===== src/rtl/writeback_arbiter.sv =====
// writeback_arbiter
//   Arbitrates the single register-bank write port between returning load
//   data and a one-entry ALU result holding register, and tracks which
//   registers still await a load writeback (scoreboard for hazards).
//
// Ports
//   clk, reset                : clock, asynchronous active-high reset
//   alu_valid/reg/data/ready  : ALU result channel (valid/ready)
//   load_issue/_reg/_ready    : load issue channel, marks destination pending
//   load_valid/reg/data/ready : load return channel (valid/ready)
//   rs0, rs1                  : source registers read this cycle
//   hazard                    : a source register awaits a load writeback
//   wb_en, wb_reg, wb_data    : register bank write port (registered)
//   protocol_err              : sticky error flag
//
// Handshake rule for every channel: a transfer happens on a rising clk edge
// when valid and ready are both 1 in the cycle before it. Ready never depends
// on the same channel's valid, and valid/payload are assumed held until the
// transfer completes.
module writeback_arbiter #(
  parameter int STARVE_LIMIT = 4
) (
  input  logic        clk,
  input  logic        reset,
  input  logic        alu_valid,
  input  logic [3:0]  alu_reg,
  input  logic [31:0] alu_data,
  output logic        alu_ready,
  input  logic        load_issue,
  input  logic [3:0]  load_issue_reg,
  output logic        load_issue_ready,
  input  logic        load_valid,
  input  logic [3:0]  load_reg,
  input  logic [31:0] load_data,
  output logic        load_ready,
  input  logic [3:0]  rs0,
  input  logic [3:0]  rs1,
  output logic        hazard,
  output logic        wb_en,
  output logic [3:0]  wb_reg,
  output logic [31:0] wb_data,
  output logic        protocol_err
);

  localparam int SW = $clog2(STARVE_LIMIT + 1);
  localparam logic [SW-1:0] LIMIT = SW'(STARVE_LIMIT);

  logic [15:0]   pending_q, pending_d;
  logic          hold_valid_q, hold_valid_d;
  logic [3:0]    hold_reg_q, hold_reg_d;
  logic [31:0]   hold_data_q, hold_data_d;
  logic [SW-1:0] starve_q, starve_d;
  logic          wb_en_q, wb_en_d;
  logic [3:0]    wb_reg_q, wb_reg_d;
  logic [31:0]   wb_data_q, wb_data_d;
  logic          wb_from_load_q, wb_from_load_d;
  logic          perr_q, perr_d;

  logic load_sel, hold_sel, alu_acc, issue_acc;

  always_comb begin
    // Load wins unless a held ALU result has already lost LIMIT times.
    load_sel         = load_valid && (starve_q < LIMIT);
    hold_sel         = !load_sel && hold_valid_q;
    load_ready       = !(hold_valid_q && (starve_q >= LIMIT));
    alu_ready        = !hold_valid_q || hold_sel;
    load_issue_ready = !pending_q[load_issue_reg] || (load_issue_reg == 4'd0);
    hazard           = pending_q[rs0] || pending_q[rs1];
    alu_acc          = alu_valid && alu_ready;
    issue_acc        = load_issue && load_issue_ready;
  end

  always_comb begin
    pending_d      = pending_q;
    hold_valid_d   = hold_valid_q;
    hold_reg_d     = hold_reg_q;
    hold_data_d    = hold_data_q;
    starve_d       = starve_q;
    wb_en_d        = 1'b0;
    wb_reg_d       = wb_reg_q;
    wb_data_d      = wb_data_q;
    wb_from_load_d = 1'b0;
    perr_d         = perr_q;

    // Clear first so that a same-edge issue to the same register wins.
    if (wb_en_q && wb_from_load_q) pending_d[wb_reg_q] = 1'b0;
    if (issue_acc && (load_issue_reg != 4'd0)) pending_d[load_issue_reg] = 1'b1;
    pending_d[0] = 1'b0;

    // Hold slot: a selected hold drains; an accepted ALU result refills it
    // in the same cycle (alu_ready allows this only when it drains).
    if (hold_sel) hold_valid_d = 1'b0;
    if (alu_acc) begin
      hold_valid_d = 1'b1;
      hold_reg_d   = alu_reg;
      hold_data_d  = alu_data;
    end

    if (hold_valid_q && load_sel) starve_d = starve_q + 1'b1;
    else                          starve_d = '0;

    if (load_sel) begin
      wb_reg_d       = load_reg;
      wb_data_d      = load_data;
      wb_en_d        = (load_reg != 4'd0);
      wb_from_load_d = 1'b1;
    end else if (hold_sel) begin
      wb_reg_d  = hold_reg_q;
      wb_data_d = hold_data_q;
      wb_en_d   = (hold_reg_q != 4'd0);
    end

    if (load_sel && (load_reg != 4'd0) && !pending_q[load_reg]) perr_d = 1'b1;
    if (alu_acc && pending_q[alu_reg]) perr_d = 1'b1;
  end

  always_ff @(posedge clk or posedge reset) begin
    if (reset) begin
      pending_q      <= '0;
      hold_valid_q   <= 1'b0;
      hold_reg_q     <= '0;
      hold_data_q    <= '0;
      starve_q       <= '0;
      wb_en_q        <= 1'b0;
      wb_reg_q       <= '0;
      wb_data_q      <= '0;
      wb_from_load_q <= 1'b0;
      perr_q         <= 1'b0;
    end else begin
      pending_q      <= pending_d;
      hold_valid_q   <= hold_valid_d;
      hold_reg_q     <= hold_reg_d;
      hold_data_q    <= hold_data_d;
      starve_q       <= starve_d;
      wb_en_q        <= wb_en_d;
      wb_reg_q       <= wb_reg_d;
      wb_data_q      <= wb_data_d;
      wb_from_load_q <= wb_from_load_d;
      perr_q         <= perr_d;
    end
  end

  assign wb_en        = wb_en_q;
  assign wb_reg       = wb_reg_q;
  assign wb_data      = wb_data_q;
  assign protocol_err = perr_q;

endmodule


===== config.mk =====
export PLATFORM = sky130hd
export DESIGN_NAME = writeback_arbiter
export DESIGN_NICKNAME = d
export VERILOG_FILES = /design/src/rtl/writeback_arbiter.sv
export SDC_FILE = /design/constraint.sdc
export NUM_CORES = 1
export LEC_CHECK = 0
export CAP_MARGIN = 20
export CORE_ASPECT_RATIO = 2
export CORE_MARGIN = 10
export CORE_UTILIZATION = 42
export CTS_CLUSTER_SIZE = 24
export DETAILED_ROUTE_END_ITERATION = 10
export PLACE_DENSITY = 0.72
export SLEW_MARGIN = 20
export SYNTH_ARGS = -nofsm -noshare
export SYNTH_HDL_FRONTEND = slang
export SYNTH_SLANG_ARGS = --single-unit

===== constraint.sdc =====
create_clock -name clk -period 4.1 [get_ports clk]
set_input_delay 0.82 -clock clk [delete_from_list [all_inputs] [get_ports clk]]
set_output_delay 0.82 -clock clk [all_outputs]
set_load 0.005 [all_outputs]

Yosys cells after proc, flatten, opt, wreduce, memory -nomap -nowiden --
Cells that the tools add are included.
Storage, ports and cells: flip-flop bits (word level) 94, output and inout bits 42, word-level logic and storage cells 80
Operators by class: add/subtract/negate cells 1, order comparisons 10, muxes and demuxes 28, bitwise gates (word level) 3, reductions and logical operators 28
Operators with widths (count):
- 32-bit 2-to-1 mux | 2
- 16-bit 2-to-1 mux | 2
- 4-bit by 5-bit less-than comparator with 1-bit output (second input constant) | 6
- 1-bit binary-select mux with 4-bit select | 5
- 16-bit bitwise AND | 1
- 16-bit NOT | 1
- 16-bit OR | 1
- 1-bit 2-to-1 mux | 14
- 1-bit logical AND | 13
- 4-bit nonzero test | 3
- 1-bit demux with 4-bit select | 2
- 4-bit by 1-bit greater-or-equal comparator with 1-bit output (second input constant) | 2
- 4-bit 2-to-1 mux | 2
- 2-bit nonzero test | 3
- 1-bit zero test | 5
- 4-bit zero test | 1
- 3-bit by 1-bit adder with 3-bit output (second input constant) | 1
- 3-bit greater-or-equal comparator (second input constant) | 1
- 1-bit logical OR | 3
- 3-bit less-than comparator (second input constant) | 1
- 3-bit 2-to-1 mux | 1

Logic depth before layout (Yosys ltp) --
depth after elaboration 9, mapped depth 5

Worst setup path before layout --
Ideal clock, no wire load.
path kind in2out, start point in rs0[0], end point out hazard, data arrival time 2.022 ns, required time 3.280 ns, path slack 1.258 ns, cell stages on the path 3, buffers on the path 0, cell sequence mux4_1 mux4_2 or2_1
Between the ends: longest elaborated chain between the ends 3
RTL lines:
- start: declaration | line 36 | input logic [3:0] rs0,
- 1-bit binary-select mux with 4-bit select | line 68 | hazard = pending_q[rs0] || pending_q[rs1];
- 1-bit 2-to-1 mux (not written as such) | line 68
- 1-bit logical OR | line 68
- end: declaration | line 38 | output logic hazard,
Every way passes these cells. The select of a mux whose other input is x is not followed.

Worst setup path in the final report --
start point in rs1[0], end point out hazard
Between the ends: longest elaborated chain between the ends 3
RTL lines:
- start: declaration | line 37 | input logic [3:0] rs1,
- 1-bit binary-select mux with 4-bit select | line 68
- 1-bit 2-to-1 mux (not written as such) | line 68
- 1-bit logical OR | line 68
Every way passes these cells. The select of a mux whose other input is x is not followed.

==> run metrics <==
status=finished, final reports clean; Worst path slowest cell=clkdlybuf4s50_1; number of enable flip-flop cells after synthesis=0; routed vias/inst=5.48; Synth Area per Inst=12.3 sq um; most used cell, CP=clkdlybuf4s50_1; Critical Setup Path Class=input pin to primary output; Worst-path clk slew=60 ps; hold crit path type=register to register; die area=0.0156 sq mm; Root Driver=clkbuf_16; Worst EP required=3280 ps; first-pass GRT wire length=20.9 mm; DR WL/cell=20.3 um; largest net degree at the start of global routing=52; multi-input logic area=0.00210 sq mm; number of global-route vias before repair=3805; CP Capture Type=primary output; Crit path buffers/inverters=2; H-tree depth=3; Worst-Margin Slew=772 ps; most common cell after layout, fill and taps aside=clkdlybuf4s50_1; clk_lat worst skew=340 ps; warnings from Yosys=0; Slew HR=0.485; PortBufs=130; Filler cells=850; Slew Limit Fails=0; initial core utilization=0.431; DRC=0; Async S/R FF share, synth=1.00; final setup fails=0; hold violation count in the final report=0; Setup Skew=7.61 ps; Mapped Nets=460; CTS tree=done; most frequent cells in the layout=clkdlybuf4s50_1, dfrtp_1, o21ai_0, nand2_1, mux2i_1; die extent in y=167 um; Resize count post-CTS=0; Final ANT Viol Nets=0; drt pass-1 iters=4; Core Area=0.0105 sq mm; Num CTS Buffers=9; worst-path fanout max=4; DR iter-0 viols=189; Setup TNS Final=0 ps; min cycle time layout=3980 ps; number of max-cap violations=0; clk sink count=94; Startpoint Class=input pin; hold bufs inserted after CTS=0; prevailing post-synth register cell=dfrtp_1; maximum buffer depth of the clock tree=2; ratio of final minimum period to clock period=0.970; Site Rows=53; RSZ-0062 raised after global routing=no; I/O pin cnt=131; Pleak=2.70 nW; CP cell instances=clkdlybuf4s50_1 > mux4_1 > mux4_2 > or2_1 > clkdlybuf4s50_1; All-Layer GR Usage=0.171; CP peak stage delay=600 ps; kind of cell adding the most delay to the critical path=multiplexers; non-filler cells, final=640; cell area power density=477 mW/mm^2; Arr. time, crit path=3160 ps; chip width=93.5 um; gpl congestion=0.956; dpl cells=623; Overflow after GRT=0; Yosys cell types=35; drt total wl=13.0 mm; Seq cells post-synth=94; register area share after synthesis=0.518; post-synthesis cell area=0.00454 sq mm; Post-CTS Setup Inserts=0; Max Freq=251 MHz; Synth Instances=370; synth-to-layout area growth=39.6%; peak supply drop=295 uV; hpwl dp=9.84 mm; initial antenna violation count=1; routed via count=3508; Nets=587; Register Area=0.00235 sq mm; share of layout cells above drive strength 1=0.161
cell type report:
class / instances / share of cell area
timing repair buffer: 136 / 0.214
clock buffer: 9 / 0.0355
antenna: 1 / 0.000395
multi-input combinational: 254 / 0.331
inverter: 2 / 0.00138
clock inverter: 7 / 0.0191
tap: 137 / 0.0270
sequential: 94 / 0.371
through the flow:
stage	utilization	setup slack (ps)	hold slack, ps	area [sq um]	total power, mW
floorplan	-	831	410	4540	1.69
detailed placement	0.568	110	442	5990	2.09
global route	0.602	72.2	481	6340	3.18
global placement	0.568	186	423	5990	2.06
CTS	0.601	103	450	6340	3.05
finish	0.602	122	445	6340	3.03
worst reg2reg max path, stage by stage, from the launching register on:
cell and delay [ps]:
dfrtp_2 480, nand3b_1 210, nand2_1 220, buf_4 440, mux2_2 420
Yosys cell counts, types with 2 or more instances:
cell type | number | share of area
mux2i_1 | 45 | 0.099
or2_2 | 3 | 0.0041
dfrtp_1 | 94 | 0.52
mux2_2 | 39 | 0.097
nand3b_1 | 2 | 0.0033
o31ai_1 | 3 | 0.0050
mux4_1 | 5 | 0.029
mux4_2 | 12 | 0.060
buf_2 | 5 | 0.0055
nand2_1 | 46 | 0.038
o41ai_1 | 3 | 0.0058
and3_1 | 2 | 0.0028
clkbuf_1 | 14 | 0.012
nand2b_1 | 8 | 0.011
nor2_1 | 2 | 0.0017
o21ai_0 | 62 | 0.068
nand4_1 | 2 | 0.0028
nor2b_1 | 5 | 0.0069
inv_1 | 2 | 0.0017
final timing paths:
path                                          start                           to  slack (ps)  cells after the start
max                                          rs1[0]                       hazard         120                      5
min                           starve_q[0]$_DFF_PP0_        starve_q[0]$_DFF_PP0_         450                      1
max reg2reg                hold_valid_q$_DFFE_PP0P_   hold_data_q[6]$_DFFE_PP0N_        2220                      4
min reg2reg                   starve_q[0]$_DFF_PP0_        starve_q[0]$_DFF_PP0_         450                      1
max in group asynchronous                     reset     hold_valid_q$_DFFE_PP0P_        2450                      3
min in group asynchronous                     reset  hold_data_q[18]$_DFFE_PP0N_         920                      2
power by group:
part,leakage (nW),internal [mW],switching [mW],total [mW]
Sequential,1.11,1.10,0.230,1.33
Clock,0.164,0.599,0.357,0.956
Combinational,1.42,0.476,0.264,0.740
Total,2.70,2.18,0.851,3.03
metal layers:
| metal | vias to the layer above | routed length [um] | track usage |
|---|---|---|---|
| li1 | 1608 | - | - |
| met1 | 1742 | 4590 | 0.174 |
| met5 | - | 0 | 0 |
| met4 | 0 | 478 | 0.0910 |
| met3 | 32 | 741 | 0.0450 |
| met2 | 126 | 7210 | 0.306 |
kinds of logic after synthesis:
kind of cell	count (synthesis)	synth area share
AND/OR/NAND/NOR	79	0.0854
adder cells (fa/ha/maj)	1	0.00275
buffers and inverters	22	0.0212
multiplexers	101	0.284
flip-flops	94	0.518
AO/OA/AOI/OAI	73	0.0884
No activity file was read; power rests on OpenSTA's default activity.
